## config.mk

```make
export PLATFORM = sky130hd
export DESIGN_NAME = gcd_controller_flat
export DESIGN_NICKNAME = d
export VERILOG_FILES = /design/src/rtl/gcd_controller_if.sv /design/src/rtl/gcd_controller.sv /design/src/flat_wrapper.sv
export SDC_FILE = /design/constraint.sdc
export NUM_CORES = 1
export LEC_CHECK = 0
export BUFFER_PORTS_ARGS = -buffer_cell sky130_fd_sc_hd__buf_2
export CAP_MARGIN = 20
export CORE_UTILIZATION = 50
export DETAILED_ROUTE_END_ITERATION = 16
export GPL_ROUTABILITY_DRIVEN = 0
export PLACE_DENSITY = 0.67
export SETUP_SLACK_MARGIN = 0.2
export SKIP_LAST_GASP = 1
export SLEW_MARGIN = 10
export SYNTH_ARGS = -nofsm -noshare
export SYNTH_HDL_FRONTEND = slang
export SYNTH_SLANG_ARGS = --single-unit
```

## constraint.sdc

```tcl
create_clock -name clk -period 5.8 [get_ports clk]
set_input_delay 0.29 -clock clk [delete_from_list [all_inputs] [get_ports clk]]
set_output_delay 0.29 -clock clk [all_outputs]
set_load 0.02 [all_outputs]
```

## src/rtl/gcd_controller_if.sv

```systemverilog
// rtl/gcd_controller_if.sv - host/datapath handshake bundle for gcd_controller (iter_count present under GCD_ITER_COUNT_EN)
interface gcd_controller_if #(
    parameter int ITER_W = 16
);
    logic start;
    logic lt;
    logic gt;
    logic eq;
    logic ldA;
    logic ldB;
    logic sel1;
    logic sel2;
    logic sel_in;
    logic busy;
    logic done;
    logic err;
`ifdef GCD_ITER_COUNT_EN
    logic [ITER_W-1:0] iter_count;
`endif

    modport master (
        input  start, lt, gt, eq,
        output ldA, ldB, sel1, sel2, sel_in, busy, done, err
`ifdef GCD_ITER_COUNT_EN
        , output iter_count
`endif
    );

    modport slave (
        output start, lt, gt, eq,
        input  ldA, ldB, sel1, sel2, sel_in, busy, done, err
`ifdef GCD_ITER_COUNT_EN
        , input iter_count
`endif
    );
endinterface

```

## src/rtl/gcd_controller.sv

```systemverilog
// rtl/gcd_controller.sv - sequencing FSM for the subtract-and-compare GCD datapath; GCD_ITER_COUNT_EN exposes iter_count
// MAX_ITER must be below 2**ITER_W; the counter saturates there and never wraps.
module gcd_controller #(
    parameter int ITER_W   = 16,
    parameter int MAX_ITER = 65535
) (
    input  logic              clk,
    input  logic              rst,
    gcd_controller_if.master  bus
);
    localparam logic [ITER_W-1:0] ITER_LIMIT = ITER_W'(MAX_ITER);

    typedef enum logic [2:0] {
        S_IDLE,
        S_LOAD_A,
        S_LOAD_B,
        S_CALC,
        S_DONE
    } state_t;

    state_t            state, state_next;
    logic [ITER_W-1:0] iter_cnt, iter_next;
    logic              err_q, err_next;

    logic ld_a, ld_b, sel_1, sel_2, sel_bus, busy_o, done_o, err_o;
    logic flags_onehot;

    // Exactly one of lt/gt/eq: odd parity rules out 0 and 2, the AND rules out 3.
    assign flags_onehot = (bus.lt ^ bus.gt ^ bus.eq) & ~(bus.lt & bus.gt & bus.eq);

    always_ff @(posedge clk or posedge rst) begin
        if (rst) begin
            state    <= S_IDLE;
            iter_cnt <= '0;
            err_q    <= 1'b0;
        end else begin
            state    <= state_next;
            iter_cnt <= iter_next;
            err_q    <= err_next;
        end
    end

    always_comb begin
        state_next = state;
        iter_next  = iter_cnt;
        err_next   = err_q;
        ld_a       = 1'b0;
        ld_b       = 1'b0;
        sel_1      = 1'b0;
        sel_2      = 1'b0;
        sel_bus    = 1'b0;
        busy_o     = 1'b0;
        done_o     = 1'b0;
        err_o      = 1'b0;
        case (state)
            S_IDLE: begin
                if (bus.start) state_next = S_LOAD_A;
            end
            S_LOAD_A: begin
                sel_bus    = 1'b1;
                ld_a       = 1'b1;
                busy_o     = 1'b1;
                iter_next  = '0;
                err_next   = 1'b0;
                state_next = S_LOAD_B;
            end
            S_LOAD_B: begin
                sel_bus    = 1'b1;
                ld_b       = 1'b1;
                busy_o     = 1'b1;
                state_next = S_CALC;
            end
            S_CALC: begin
                busy_o = 1'b1;
                if (!flags_onehot) begin
                    err_next   = 1'b1;
                    state_next = S_DONE;
                end else if (bus.eq) begin
                    state_next = S_DONE;
                end else if (iter_cnt == ITER_LIMIT) begin
                    err_next   = 1'b1;
                    state_next = S_DONE;
                end else if (bus.gt) begin
                    sel_2     = 1'b1;
                    ld_a      = 1'b1;
                    iter_next = iter_cnt + 1'b1;
                end else begin
                    sel_1     = 1'b1;
                    ld_b      = 1'b1;
                    iter_next = iter_cnt + 1'b1;
                end
            end
            S_DONE: begin
                done_o = 1'b1;
                err_o  = err_q;
                if (bus.start) state_next = S_LOAD_A;
            end
            default: state_next = S_IDLE;
        endcase
    end

    assign bus.ldA    = ld_a;
    assign bus.ldB    = ld_b;
    assign bus.sel1   = sel_1;
    assign bus.sel2   = sel_2;
    assign bus.sel_in = sel_bus;
    assign bus.busy   = busy_o;
    assign bus.done   = done_o;
    assign bus.err    = err_o;
`ifdef GCD_ITER_COUNT_EN
    assign bus.iter_count = iter_cnt;
`endif
endmodule
```

## src/flat_wrapper.sv

```systemverilog
// flat-port wrapper written by rule: the top's interface ports become plain ports
module gcd_controller_flat 
#(
    parameter int ITER_W   = 16,
    parameter int MAX_ITER = 65535
)
  (clk, rst, bus_start, bus_lt, bus_gt, bus_eq, bus_ldA, bus_ldB, bus_sel1, bus_sel2, bus_sel_in, bus_busy, bus_done, bus_err);
  gcd_controller_if #(.ITER_W(ITER_W)) bus_i ();
  input  logic clk;
  input  logic rst;
  input wire logic [$bits(bus_i.start)-1:0] bus_start;
  input wire logic [$bits(bus_i.lt)-1:0] bus_lt;
  input wire logic [$bits(bus_i.gt)-1:0] bus_gt;
  input wire logic [$bits(bus_i.eq)-1:0] bus_eq;
  output wire logic [$bits(bus_i.ldA)-1:0] bus_ldA;
  output wire logic [$bits(bus_i.ldB)-1:0] bus_ldB;
  output wire logic [$bits(bus_i.sel1)-1:0] bus_sel1;
  output wire logic [$bits(bus_i.sel2)-1:0] bus_sel2;
  output wire logic [$bits(bus_i.sel_in)-1:0] bus_sel_in;
  output wire logic [$bits(bus_i.busy)-1:0] bus_busy;
  output wire logic [$bits(bus_i.done)-1:0] bus_done;
  output wire logic [$bits(bus_i.err)-1:0] bus_err;
  assign bus_i.start = bus_start;
  assign bus_i.lt = bus_lt;
  assign bus_i.gt = bus_gt;
  assign bus_i.eq = bus_eq;
  assign bus_ldA = bus_i.ldA;
  assign bus_ldB = bus_i.ldB;
  assign bus_sel1 = bus_i.sel1;
  assign bus_sel2 = bus_i.sel2;
  assign bus_sel_in = bus_i.sel_in;
  assign bus_busy = bus_i.busy;
  assign bus_done = bus_i.done;
  assign bus_err = bus_i.err;
  gcd_controller #(.ITER_W(ITER_W), .MAX_ITER(MAX_ITER)) u_core (.clk(clk), .rst(rst), .bus(bus_i));
endmodule
```

==> reports/metrics.csv <==
stage,metric,value,unit
outcome,status,"finished, final reports clean",
critical_path,Critical Path Start Type,flop,
finish,fin nets,154,
yosys,commonest register cell after synthesis,dfrtp_1,
yosys,unique cell type count in the Yosys netlist,38,
timing,Fmax achieved,334.7,MHz
clocking,CTS tree,done,
pwr,PwrDens,330.9,mW/mm2
finish,final antenna diode count,0,
drt,residual DRC count,0,
pwr,Worst VDD drop,0.3170,mV
floorplan,core area,0.002233,mm2
drt,Routed Antenna Nets,0,
pwr,Lkg Pwr,0.5690,nW
finish,layout cells sized above 1,14.58,%
finish,final core occ,57.54,%
yosys,Yosys top cell area share,41.88,%
grt,vias in the first global route,1044,
yosys,Post-synth EDFFs,0,
grt,initial antenna violation count,0,
clocking,Post-CTS Hold Buffers,0,
clocking,CTS buffer count,3,
yosys,Async SR Flop Fraction,100.0,%
yosys,post-synthesis sequential area ratio,41.88,%
clocking,# resized after CTS,0,
timing,Rel. slew slack,47.73,%
drt,TritonRoute pass-1 iters,4,
placement,Post-DP HPWL,1.856,mm
drt,routed vias,1020,
timing,total negative slack,0,ns
pwr,power consumption,0.4252,mW
timing,final max-slew violation count,0,
clocking,H-tree depth,1,
critical_path,path type of the worst setup path,reg2out,
grt,total congestion overflow,0,
floorplan,I/O pin cnt,14,
timing,RSZ-0062 raised after global routing,no,
floorplan,FP Rows,17,
yosys,Syn Area/Cell,8.917,um2
grt,first-pass GRT wire length,4.650,mm
clocking,Sink Count,20,
worst_hold_path,Hold/Removal Path Class,in2async,
timing,clk_skew,0.001063,ns
grt,GRT Util Overall,24.35,%
timing,post-route minimum period,2.988,ns
yosys,register bit total from synthesis,20,
critical_path,Worst EP required,5.51,ns
yosys,Post-Synthesis Cells,134,
floorplan,Die X-Extent,50.89,um
placement,PortBufs,13,
floorplan,Initial Utilization,53.50,%
clocking,clk buf depth,2,
clocking,"Reg clk slew, reported paths",0.11,ns
flow_run,max cap viols,0,
yosys,"area leader, netlist",dfrtp_1,
drt,drt initial violations,21,
timing,Setup Viol. Count Final,0,
critical_path,worst-path maximum fanout,15,
yosys,Mapped Nets,142,
drt,DR WL/cell,14.52,um
grt,largest net degree at the start of global routing,21,
drt,WL final,2.498,mm
clocking,setup bufs post-CTS,0,
drt,DR vias/cell,5.930,
timing,Final Cycle Share,51.51,%
clocking,"Clk Latency, worst-skew pair",0.30,ns
yosys,YS warnings,0,
clocking,Root Driver,clkbuf_4,
timing,Fin. Hold Viols,0,
yosys,main area contributors after synthesis,"dfrtp_1 (42%), nand2_1 (6.0%), nand3_1 (3.8%)",
yosys,Synth Cell Area,0.001195,mm2
finish,"commonest non-fill, non-tap cell in the layout",dfrtp_1,
critical_path,"Arr. time, crit path",2.70,ns
finish,most frequent cells in the layout,"dfrtp_1 (20), nand2_1 (19), buf_2 (13)",
critical_path,Crit. End Element,output port,
timing,Slew @ Worst Pin,0.7833,ns
floorplan,die area,0.002589,mm2
finish,Layout area overhead,7.539,%
critical_path,Worst Reg-to-Reg Cells,5,
floorplan,Die H,50.89,um
cells by family (layout without fill, tap and decap cells):
family	after synthesis	after routing	share of synthesized area, %
and+or+nand+nor	64	64	29.01
AOI/OAI and AO/OA	31	31	17.28
DFF	20	20	41.88
buffers and inverters	10	20	3.979
muxes	5	5	4.293
adders and majority gates	2	2	2.094
xor gates and xnor gates	2	2	1.466
synthesized netlist by cell type, drive strengths merged, types with 2 or more instances:
master  count
o21a        3
nor2       10
nor3b       2
dfrtp      20
or3         3
mux2i       4
o211ai      3
nor3        3
nor2b       2
a21oi       8
o31ai       3
nand4       5
xnor2       2
o22a        3
buf         4
ha          2
inv         4
and3        3
nand3      10
and4        2
clkbuf      2
o21ai       5
nand2      19
metal layers:
metal	GRT usage, %	up-vias	routed length (um)
li1	-	514	-
met1	29.87	483	1167
met2	41.33	19	1202
met3	4.464	4	85
met4	11.11	0	42
met5	0	-	0
final cells by class:
| type | instances | area (um2) |
|---|---|---|
| timing repair buffer | 13 | 65.06 |
| clock buffer | 3 | 22.52 |
| multi-input combinational | 104 | 646.9 |
| fill | 205 | 948.4 |
| tap | 28 | 35.03 |
| inverter | 4 | 15.01 |
| sequential | 20 | 500.5 |
where the power goes:
part           switching (mW)  internal, mW  total [mW]
registers              0.0334         0.156       0.189
clock network          0.0427        0.0242      0.0670
logic                   0.108        0.0612       0.169
state kept, by name (all words and copies together), names as in the netlist:
name / count
u_core.iter_cnt: 16
u_core.err_q: 1
u_core.state: 3
critical path, cell delays in order (launching register included):
cell,delay [ns]
dfrtp_1,0.45
nor2b_1,0.58
nand3_4,0.16
or2_0,0.49
o21ai_0,0.28
nor3b_1,0.23
buf_2,0.20
worst paths after layout:
check	start	end	slack, ns
hold reg to reg	u_core.iter_cnt[6]	u_core.iter_cnt[6]	0.52
setup / recovery	u_core.state[0]	bus_ldB	2.81
min in group clk	bus_start	u_core.state[2]	0.16
max in group asynchronous	rst	u_core.iter_cnt[5]	5.20
hold / removal	rst	u_core.iter_cnt[6]	0.11
setup reg to reg	u_core.state[0]	u_core.iter_cnt[12]	3.50
stage by stage:
step	instance area [um2]	worst slack, ns	hold WS (ns)	instances
floorplan	1195	3.597	0.2538	134
global placement	1262	3.338	0.4502	169
detailed placement	1262	3.125	0.4783	169
CTS	1285	2.775	0.1409	172
global route	1285	2.579	0.1666	172
finish	1285	2.812	0.1108	172
Note: power is estimated with default switching activity, not from simulation.
